### src/rtl/ram_arbiter_pkg.sv
// Shared types and helpers for the frame/data RAM arbiter and screen clients.
package ram_arb_pkg;

    typedef enum logic [1:0] {
        OWN_NONE = 2'd0,
        OWN_CPU  = 2'd1,
        OWN_VID  = 2'd2
    } owner_t;

    function automatic int words_per_line(input int width, input int bpx);
        return 512 >> ($clog2(width) + bpx);
    endfunction

endpackage

### src/rtl/ram_arbiter_if.sv
// CPU load/store port of the RAM arbiter: request/ack handshake plus read return.
interface ram_arbiter_if #(
    parameter int WIDTH  = 16,
    parameter int ADDR_W = 11
) ();
    logic              cpu_req;
    logic              cpu_we;
    logic [ADDR_W-1:0] cpu_addr;
    logic [WIDTH-1:0]  cpu_wdata;
    logic              cpu_ack;
    logic              cpu_rvalid;
    logic [WIDTH-1:0]  cpu_rdata;

    modport master (
        output cpu_req, cpu_we, cpu_addr, cpu_wdata,
        input  cpu_ack, cpu_rvalid, cpu_rdata
    );

    modport slave (
        input  cpu_req, cpu_we, cpu_addr, cpu_wdata,
        output cpu_ack, cpu_rvalid, cpu_rdata
    );
endinterface

### src/rtl/ram_arbiter_screen_addr_gen.sv
// Combinational pixel-coordinate to framebuffer word address mapping.
module screen_addr_gen
    import ram_arb_pkg::*;
#(
    parameter int WIDTH                   = 16,
    parameter int ADDR_W                  = 11,
    parameter int RAM_SCREEN_OFFSET       = 1024,
    parameter int BITS_PER_MEMORY_PIXEL_X = 2,
    parameter int BITS_PER_MEMORY_PIXEL_Y = 2
) (
    input  logic [9:0]        pixel_x,
    input  logic [9:0]        pixel_y,
    output logic [ADDR_W-1:0] vaddr
);
    localparam int WPL     = words_per_line(WIDTH, BITS_PER_MEMORY_PIXEL_X);
    localparam int X_SHIFT = $clog2(WIDTH) + BITS_PER_MEMORY_PIXEL_X;

    // Everything wraps modulo the RAM depth.
    assign vaddr = ADDR_W'(RAM_SCREEN_OFFSET)
                 + ADDR_W'(32'(pixel_y >> BITS_PER_MEMORY_PIXEL_Y) * WPL)
                 + ADDR_W'(pixel_x >> X_SHIFT);
endmodule

### src/rtl/ram_arbiter.sv
// Single-port RAM arbiter: video fetch priority with one-word pixel cache and CPU return path.
// Build option ARB_STARVE_GUARD_EN forces a CPU slot after MAX_VIDEO_STREAK contended video grants.
module ram_arbiter
    import ram_arb_pkg::*;
#(
    parameter int WIDTH                   = 16,
    parameter int REGISTER_COUNT          = 2048,
    parameter int RAM_SCREEN_OFFSET       = 1024,
    parameter int BITS_PER_MEMORY_PIXEL_X = 2,
    parameter int BITS_PER_MEMORY_PIXEL_Y = 2,
    parameter int MAX_VIDEO_STREAK        = 4,
    localparam int ADDR_W                 = $clog2(REGISTER_COUNT)
) (
    input  logic              CPUclk,
    input  logic              rst,
    ram_arbiter_if.slave      cpu,
    input  logic [9:0]        pixel_x,
    input  logic [9:0]        pixel_y,
    output logic [WIDTH-1:0]  pixel_out,
    output logic              pixel_valid,
    output logic [ADDR_W-1:0] mem_addr,
    output logic              mem_we,
    output logic [WIDTH-1:0]  mem_wdata,
    input  logic [WIDTH-1:0]  mem_rdata
);
    logic [ADDR_W-1:0] vaddr;
    logic [ADDR_W-1:0] tag;
    logic [ADDR_W-1:0] inflight_addr;
    logic              valid;
    logic              inflight;
    logic [WIDTH-1:0]  pixel_q;
    logic              hit;
    logic              pending;
    logic              vreq;
    logic              force_cpu;
    logic              cpu_wr;
    owner_t            grant;
    owner_t            rd_own;

    screen_addr_gen #(
        .WIDTH                   (WIDTH),
        .ADDR_W                  (ADDR_W),
        .RAM_SCREEN_OFFSET       (RAM_SCREEN_OFFSET),
        .BITS_PER_MEMORY_PIXEL_X (BITS_PER_MEMORY_PIXEL_X),
        .BITS_PER_MEMORY_PIXEL_Y (BITS_PER_MEMORY_PIXEL_Y)
    ) u_addr_gen (
        .pixel_x (pixel_x),
        .pixel_y (pixel_y),
        .vaddr   (vaddr)
    );

    assign hit     = valid && (tag == vaddr);
    assign pending = inflight && (inflight_addr == vaddr);
    assign vreq    = !hit && !pending;

    always_comb begin
        grant = OWN_NONE;
        if (rst)
            grant = OWN_NONE;
        else if (vreq && !(cpu.cpu_req && force_cpu))
            grant = OWN_VID;
        else if (cpu.cpu_req)
            grant = OWN_CPU;
    end

    assign cpu_wr         = (grant == OWN_CPU) && cpu.cpu_we;
    assign mem_addr       = (grant == OWN_CPU) ? cpu.cpu_addr : vaddr;
    assign mem_we         = cpu_wr;
    assign mem_wdata      = cpu.cpu_wdata;
    assign cpu.cpu_ack    = (grant == OWN_CPU);
    assign cpu.cpu_rvalid = !rst && (rd_own == OWN_CPU);
    assign cpu.cpu_rdata  = mem_rdata;
    assign pixel_valid    = !rst && hit;
    assign pixel_out      = pixel_q;

`ifdef ARB_STARVE_GUARD_EN
    localparam int STREAK_W = $clog2(MAX_VIDEO_STREAK + 1);
    logic [STREAK_W-1:0] streak;

    assign force_cpu = (streak == STREAK_W'(MAX_VIDEO_STREAK));

    always_ff @(posedge CPUclk) begin
        if (rst)
            streak <= '0;
        else if (!cpu.cpu_req || grant == OWN_CPU)
            streak <= '0;
        else if (grant == OWN_VID && !force_cpu)
            streak <= streak + 1'b1;
    end
`else
    assign force_cpu = 1'b0;
`endif

    always_ff @(posedge CPUclk) begin
        if (rst) begin
            rd_own        <= OWN_NONE;
            valid         <= 1'b0;
            tag           <= '0;
            pixel_q       <= '0;
            inflight      <= 1'b0;
            inflight_addr <= '0;
        end else begin
            if (grant == OWN_CPU && !cpu.cpu_we)
                rd_own <= OWN_CPU;
            else if (grant == OWN_VID)
                rd_own <= OWN_VID;
            else
                rd_own <= OWN_NONE;

            // A CPU write to the returning address wins over the stale RAM word.
            if (rd_own == OWN_VID) begin
                tag      <= inflight_addr;
                valid    <= 1'b1;
                inflight <= 1'b0;
                pixel_q  <= (cpu_wr && cpu.cpu_addr == inflight_addr) ? cpu.cpu_wdata : mem_rdata;
            end else if (cpu_wr && valid && cpu.cpu_addr == tag) begin
                pixel_q <= cpu.cpu_wdata;
            end

            // A new fetch issued during a fill keeps the inflight flag set.
            if (grant == OWN_VID) begin
                inflight      <= 1'b1;
                inflight_addr <= vaddr;
            end
        end
    end
endmodule

### src/flat_wrapper.sv
// flat-port wrapper written by rule: the top's interface ports become plain ports
module ram_arbiter_flat import ram_arb_pkg::*;
#(
    parameter int WIDTH                   = 16,
    parameter int REGISTER_COUNT          = 2048,
    parameter int RAM_SCREEN_OFFSET       = 1024,
    parameter int BITS_PER_MEMORY_PIXEL_X = 2,
    parameter int BITS_PER_MEMORY_PIXEL_Y = 2,
    parameter int MAX_VIDEO_STREAK        = 4,
    localparam int ADDR_W                 = $clog2(REGISTER_COUNT)
)
  (CPUclk, rst, pixel_x, pixel_y, pixel_out, pixel_valid, mem_addr, mem_we, mem_wdata, mem_rdata, cpu_cpu_req, cpu_cpu_we, cpu_cpu_addr, cpu_cpu_wdata, cpu_cpu_ack, cpu_cpu_rvalid, cpu_cpu_rdata);
  ram_arbiter_if #(.WIDTH(WIDTH), .ADDR_W((11))) cpu_i ();
  input  logic CPUclk;
  input  logic rst;
  input  logic [9:0] pixel_x;
  input  logic [9:0] pixel_y;
  output logic [WIDTH-1:0] pixel_out;
  output logic pixel_valid;
  output logic [ADDR_W-1:0] mem_addr;
  output logic mem_we;
  output logic [WIDTH-1:0] mem_wdata;
  input  logic [WIDTH-1:0] mem_rdata;
  input wire logic [$bits(cpu_i.cpu_req)-1:0] cpu_cpu_req;
  input wire logic [$bits(cpu_i.cpu_we)-1:0] cpu_cpu_we;
  input wire logic [$bits(cpu_i.cpu_addr)-1:0] cpu_cpu_addr;
  input wire logic [$bits(cpu_i.cpu_wdata)-1:0] cpu_cpu_wdata;
  output wire logic [$bits(cpu_i.cpu_ack)-1:0] cpu_cpu_ack;
  output wire logic [$bits(cpu_i.cpu_rvalid)-1:0] cpu_cpu_rvalid;
  output wire logic [$bits(cpu_i.cpu_rdata)-1:0] cpu_cpu_rdata;
  assign cpu_i.cpu_req = cpu_cpu_req;
  assign cpu_i.cpu_we = cpu_cpu_we;
  assign cpu_i.cpu_addr = cpu_cpu_addr;
  assign cpu_i.cpu_wdata = cpu_cpu_wdata;
  assign cpu_cpu_ack = cpu_i.cpu_ack;
  assign cpu_cpu_rvalid = cpu_i.cpu_rvalid;
  assign cpu_cpu_rdata = cpu_i.cpu_rdata;
  ram_arbiter #(.WIDTH(WIDTH), .REGISTER_COUNT(REGISTER_COUNT), .RAM_SCREEN_OFFSET(RAM_SCREEN_OFFSET), .BITS_PER_MEMORY_PIXEL_X(BITS_PER_MEMORY_PIXEL_X), .BITS_PER_MEMORY_PIXEL_Y(BITS_PER_MEMORY_PIXEL_Y), .MAX_VIDEO_STREAK(MAX_VIDEO_STREAK)) u_core (.CPUclk(CPUclk), .rst(rst), .cpu(cpu_i), .pixel_x(pixel_x), .pixel_y(pixel_y), .pixel_out(pixel_out), .pixel_valid(pixel_valid), .mem_addr(mem_addr), .mem_we(mem_we), .mem_wdata(mem_wdata), .mem_rdata(mem_rdata));
endmodule
### config.mk
export PLATFORM = sky130hd
export DESIGN_NAME = ram_arbiter_flat
export DESIGN_NICKNAME = d
export VERILOG_FILES = /design/src/rtl/ram_arbiter_pkg.sv /design/src/rtl/ram_arbiter_if.sv /design/src/rtl/ram_arbiter_screen_addr_gen.sv /design/src/rtl/ram_arbiter.sv /design/src/flat_wrapper.sv
export SDC_FILE = /design/constraint.sdc
export NUM_CORES = 1
export LEC_CHECK = 0
export BUFFER_PORTS_ARGS = -buffer_cell sky130_fd_sc_hd__buf_4
export CAP_MARGIN = 20
export CORE_AREA = 2 2 89 91
export CTS_CLUSTER_SIZE = 8
export DETAILED_ROUTE_END_ITERATION = 6
export DIE_AREA = 0 0 91 93
export PLACE_DENSITY = 0.8
export SKIP_CTS_REPAIR_TIMING = 1
export SYNTH_ARGS = -nofsm -noshare
export SYNTH_HDL_FRONTEND = slang
export SYNTH_SLANG_ARGS = --single-unit
### constraint.sdc
create_clock -name CPUclk -period 9.8 [get_ports CPUclk]
set_input_delay 1.47 -clock CPUclk [delete_from_list [all_inputs] [get_ports CPUclk]]
set_output_delay 1.47 -clock CPUclk [all_outputs]
set_load 0.1 [all_outputs]
-- Word-level counts from Yosys, hierarchy flattened
Index checks and enable logic that the tools add are counted.
- bits in registers: 42
- input bits: 67
- add/subtract/negate cells: 2
- equality and inequality tests: 8
- mux-type cells: 11
- reduce and logical (&&, ||, !) cells: 17
- operators by type and width (operator ; count):
    $mux W16 ; 3
    $eq A11 B11 Y1 ; 4
    $add A11 B11 Y11 const A ; 1
    $add A11 B4 Y11 ; 1
    $mux W11 ; 1
    $logic_and A1 B1 Y1 ; 10
    $mux W2 ; 3
    $eq A2 B1 Y1 const B ; 2
    $eq A2 B2 Y1 const B ; 2
    $logic_not A1 Y1 ; 4
    $mux W1 ; 4
    $reduce_bool A2 Y1 ; 2
    $reduce_or A2 Y1 ; 1

-- Longest topological paths before layout
- word-level depth: 14
- depth in mapped cells: 11
- depth with buffers taken out: 9

-- Cells and area by module
From an unflattened synthesis, not the netlist that was laid out.
- cells, all modules: 334
- area, all modules: 2792.7 µm²
- modules (own cells, without submodules) (module ; times used ; cells an instance ; area each (µm²) ; seq. area each (µm²)):
    ram_arbiter ; 1 ; 315 ; 2645.0 ; 840.8
    screen_addr_gen ; 1 ; 19 ; 147.6 ; 0.0

-- Least setup slack after synthesis
No wires, ideal clock.
- path kind: input-to-output
- start point: input port pixel_x[9]
- end point: output port mem_addr[7]
- arrival: 5.261 ns
- data required time: 8.330 ns
- slack: 3.069 ns
- stages: 10
- path buffers: 1
- cells stage by stage: ha_1 > ha_1 > and3_4 > xnor2_2 > a221o_1 > nor4b_4 > a32o_1 > and2_1 > buf_4 > mux2i_1
- cells in the longest elaborated chain, start to end: 9
- ends and longest elaborated chain (element ; line ; text):
    from (decl) ; flat_wrapper.sv:16 ; input logic [9:0] pixel_x;
    $add A11 B4 Y11 (*) ; ram_arbiter_screen_addr_gen.sv:21 ; + ADDR_W'(pixel_x >> X_SHIFT);
    $eq A11 B11 Y1 (on tied branches) ; ram_arbiter.sv:52, ram_arbiter.sv:53 ;
    $logic_and A1 B1 Y1 (on tied branches) ; ram_arbiter.sv:52, ram_arbiter.sv:53 ;
    $logic_not A1 Y1 ; ram_arbiter.sv:54 ; assign vreq = !hit && !pending;
    $logic_and A1 B1 Y1 (*) ; ram_arbiter.sv:54 ;
    $mux W2 (*) ; ram_arbiter.sv:60 ; else if (vreq && !(cpu.cpu_req && force_cpu))
    $mux W2 (*) ; ram_arbiter.sv:58 ; if (rst)
    $eq A2 B1 Y1 (*) ; -- ;
    named net cpu_cpu_ack ; flat_wrapper.sv:28 ; output wire logic [$bits(cpu_i.cpu_ack)-1:0] cpu_cpu_ack;
    $mux W11 (*) ; ram_arbiter.sv:67 ; assign mem_addr = (grant == OWN_CPU) ? cpu.cpu_addr : vaddr;
    to (decl) ; flat_wrapper.sv:20 ; output logic [ADDR_W-1:0] mem_addr;
Mark *: on every way through the listed nets, which the timed path passes. The rest lies on a longest branch.

-- Final worst setup path
- start point: input port pixel_x[9]
- end point: output port mem_addr[2]
- cells in the longest elaborated chain, start to end: 9
- ends and longest elaborated chain (element ; line):
    $add A11 B4 Y11 (*) ; ram_arbiter_screen_addr_gen.sv:21
    $eq A11 B11 Y1 (on tied branches) ; ram_arbiter.sv:52, ram_arbiter.sv:53
    $logic_and A1 B1 Y1 (on tied branches) ; ram_arbiter.sv:52, ram_arbiter.sv:53
    $logic_not A1 Y1 ; ram_arbiter.sv:54
    $logic_and A1 B1 Y1 (*) ; ram_arbiter.sv:54
    $mux W2 (*) ; ram_arbiter.sv:60
    $mux W2 (*) ; ram_arbiter.sv:58
    $eq A2 B1 Y1 (*) ; ram_arbiter.sv:67
    $mux W11 (*) ; ram_arbiter.sv:67
Mark *: on every way between the ends. The rest lies on a longest branch, timed or not.

==> results.yml <==
status:
  status: "finished, final reports clean"
placed_design:
  place_hpwl_um: 6140
  gp_congestion: 0.870
  place_area_um2: 3620
  io_buffer_count: 121
critical_path:
  rrSetupSlack_ns: 7.06
  worstPathMaxFanout: 12
  end_kind: "output port"
  slowest_stage: "and2_1"
  cp.required_ns: 8.33
  cp_num_buf_inv: 2
  cp_cell_sequence: "buf_4 -> ha_1 -> ha_1 -> xor2_1 -> xor2_1 -> or3_1 -> nor3_1 -> a32o_1 -> and2_1 -> mux2_2 -> buf_4"
  slowest_delay_ns: 0.54
  crit_path_start_kind: "primary input"
  reg2reg_depth: 8
  reg2reg_to: "u_core.pixel_out[6]$_SDFFE_PP0P_"
  cp.arrival_ns: 4.61
  path_class: "in2out"
  reg2reg_from: "u_core.inflight_addr[0]$_SDFFE_PP0P_"
  path_depth: 11
  critical-path-top-delay-family: "simple AND/OR/NAND/NOR gates"
pwr:
  p_int_mw: 0.294
  clockPowerShare: 0.218
  swShare: 0.436
  p_leak_nw: 1.58
  switchingPower_mw: 0.227
  seq_power_share: 0.364
  ir_drop_uv: 52.8
  pwr-share-comb: 0.418
  power_per_cell_area_nw_per_um2: 140
routing:
  drc: 0
  m1WireLength_um: 3360
  wl_met3_um: 582
  dr.max_layer_used: "met4"
  wl_per_cell_um: 15.9
  first_iter_violations: 98
  first_pass_iters: 4
  drt-vias-per-instance: 5.25
  wl_met2_um: 4050
  final_antenna_net_count: 0
  dr_total_vias: 2663
  drt_wl_total_um: 8070
grt:
  grt_first_pass_wirelength_um: 13200
  overflow: 0
  grt_max_degree: 47
  grt.total_usage: 0.194
  antenna_found_initial: 0
  grt_pass1_vias: 2680
cts:
  numCtsBuffers: 5
  htreeDepth: 2
  cts_buffer_depth: 2
  clk_latency_ns: 0.30
  cts_tree: "done"
  clk_pin_slew_ns: 0.08
  cts_root_buf: "clkbuf_8"
  cts.sinks: 42
synth:
  async_flop_share: 0
  yosys.area.top_type: "dfxtp_1"
  synth_common_cells: "dfxtp_1, xnor2_1, buf_4"
  syn_area_um2: 2920
  synthesis.nets: 395
  ys.warnings.count: 0
  synth_edf_count: 0
  yosys_most_used_dff: "dfxtp_1"
  synthCells: 326
  synth_area_leaders: "dfxtp_1, xnor2_1, buf_4, o221a_2, a41oi_1"
  ys_seq_area_frac: 0.288
  synth.avg_cell_area_um2: 8.96
  synth.most_common_cell: "dfxtp_1"
  ys_types: 47
  synth-seq-cells: 42
  synth_top_area_share: 0.288
die:
  core-area_um2: 7530
  die-area_um2: 8460
  start_util: 0.388
  die_x_um: 91
  chipHeight_um: 93
  num_io_pins: 130
  rows: 32
layout:
  drive_gt1_frac: 0.405
  n_antenna_cell: 0
  final_util: 0.493
  area_growth_pct: 27.2
  num-fill-cells: 720
  nNetsFinal: 473
  fin_area_um2: 3710
timing:
  slew_headroom: 0.331
  worst_pin_slew_ns: 1.00
  clock.fmax_ghz: 0.165
  rsz0062_at_grt: "false"
  final_hold_viol_count: 0
  setup_viol: 0
  finalSetupTns_ns: 0
  period_share: 0.620
  drv_slew: 0
  finClkSkew_ns: 0.00596
  period_needed_ns: 6.08
hold_path:
  hold_path_depth: 2
  hp-class: "reg2reg"
  holdCritStartpoint: "u_core.inflight$_SDFFE_PP0P_"
  min_to: "u_core.inflight$_SDFFE_PP0P_"
job:
  maxCapViolations: 0
[cell families (layout without fill, tap and decap cells)]
group | Yosys count | in the layout | synth area share
simple gates | 82 | 82 | 0.146
buf+inv | 72 | 151 | 0.144
compound gates | 56 | 56 | 0.172
xor+xnor | 51 | 51 | 0.165
flops | 42 | 42 | 0.288
mux | 21 | 21 | 0.0767
fa+ha+maj | 2 | 2 | 0.00857
[power groups by stage]
stage | Sequential, mW | Combinational [mW] | Clock [mW]
finish | 0.190 | 0.218 | 0.114
global route | 0.191 | 0.228 | 0.124
detailed placement | 0.194 | 0.218 | 0
CTS | 0.190 | 0.218 | 0.119
global placement | 0.193 | 0.216 | 0
floorplan | 0.225 | 0.139 | 0
[registers in the layout (all words and copies together) (netlist names)]
signal,count
u_core.pixel_out,16
u_core.inflight,1
u_core.rd_own,2
u_core.inflight_addr,11
u_core.tag,11
u_core.valid,1
[per-stage QoR]
| step | power [mW] | instances | setup WS, ns | hold WS [ns] |
|---|---|---|---|---|
| 6_report | 0.522 | 507 | 3.72 | 0.463 |
| 5_1_grt | 0.544 | 507 | 3.46 | 0.499 |
| 4_1_cts | 0.528 | 506 | 3.67 | 0.463 |
| 3_5_place_dp | 0.412 | 498 | 3.68 | 0.450 |
| 3_3_place_gp | 0.410 | 498 | 3.76 | 0.449 |
| 2_1_floorplan | 0.364 | 326 | 3.07 | 0.433 |
[how the worst max path moves through the flow]
stage / startpoint / to / slack [ns]
6_report: pixel_x[9] / mem_addr[2] / 3.72
5_1_grt: pixel_x[9] / mem_addr[6] / 3.46
2_1_floorplan: pixel_x[9] / mem_addr[7] / 3.07
4_1_cts: pixel_x[9] / mem_addr[6] / 3.67
3_3_place_gp: pixel_x[9] / mem_addr[2] / 3.76
3_5_place_dp: pixel_x[9] / mem_addr[6] / 3.68
[cells in the final DEF (no fill, tap or decap), types with 2 or more instances in the layout]
master,instances
dfxtp_1,42
xor2_1,8
buf_4,123
ha_1,2
o221a_2,16
mux2_2,11
nor4_1,2
and3_1,4
o311ai_0,2
clkbuf_8,5
a41oi_1,16
a21oi_1,12
nor3_1,5
nor2_1,18
nand4_1,9
inv_1,20
nand2_1,26
a211oi_1,2
nor2b_1,2
xnor2_1,40
mux2i_1,10
and2_1,3
nand3_1,4
[cell type report]
class | count | area, µm² | share of cell area
multi-input combinational | 212 | 1660 | 0.447
timing repair buffer | 123 | 923 | 0.249
sequential | 42 | 841 | 0.226
tap | 102 | 128 | 0.0344
inverter | 20 | 75.1 | 0.0202
clock buffer | 6 | 72.6 | 0.0195
clock inverter | 2 | 13.8 | 0.00371
[worst register-to-register path, stage by stage, from the launching register on]
cell	delay [ns]
dfxtp_1	0.36
xnor2_1	0.23
o311ai_0	0.21
or3_1	0.41
nor3_1	0.22
a32o_1	0.24
buf_4	0.38
a21o_2	0.40
o221a_2	0.25
[metal layers]
metal  global-route usage  vias up
met4               0.0593        0
met1                0.225     1255
met2                0.357      114
li1                     -     1286
met3               0.0427        8
met5                    0        -
(Power assumes the default switching activity.)
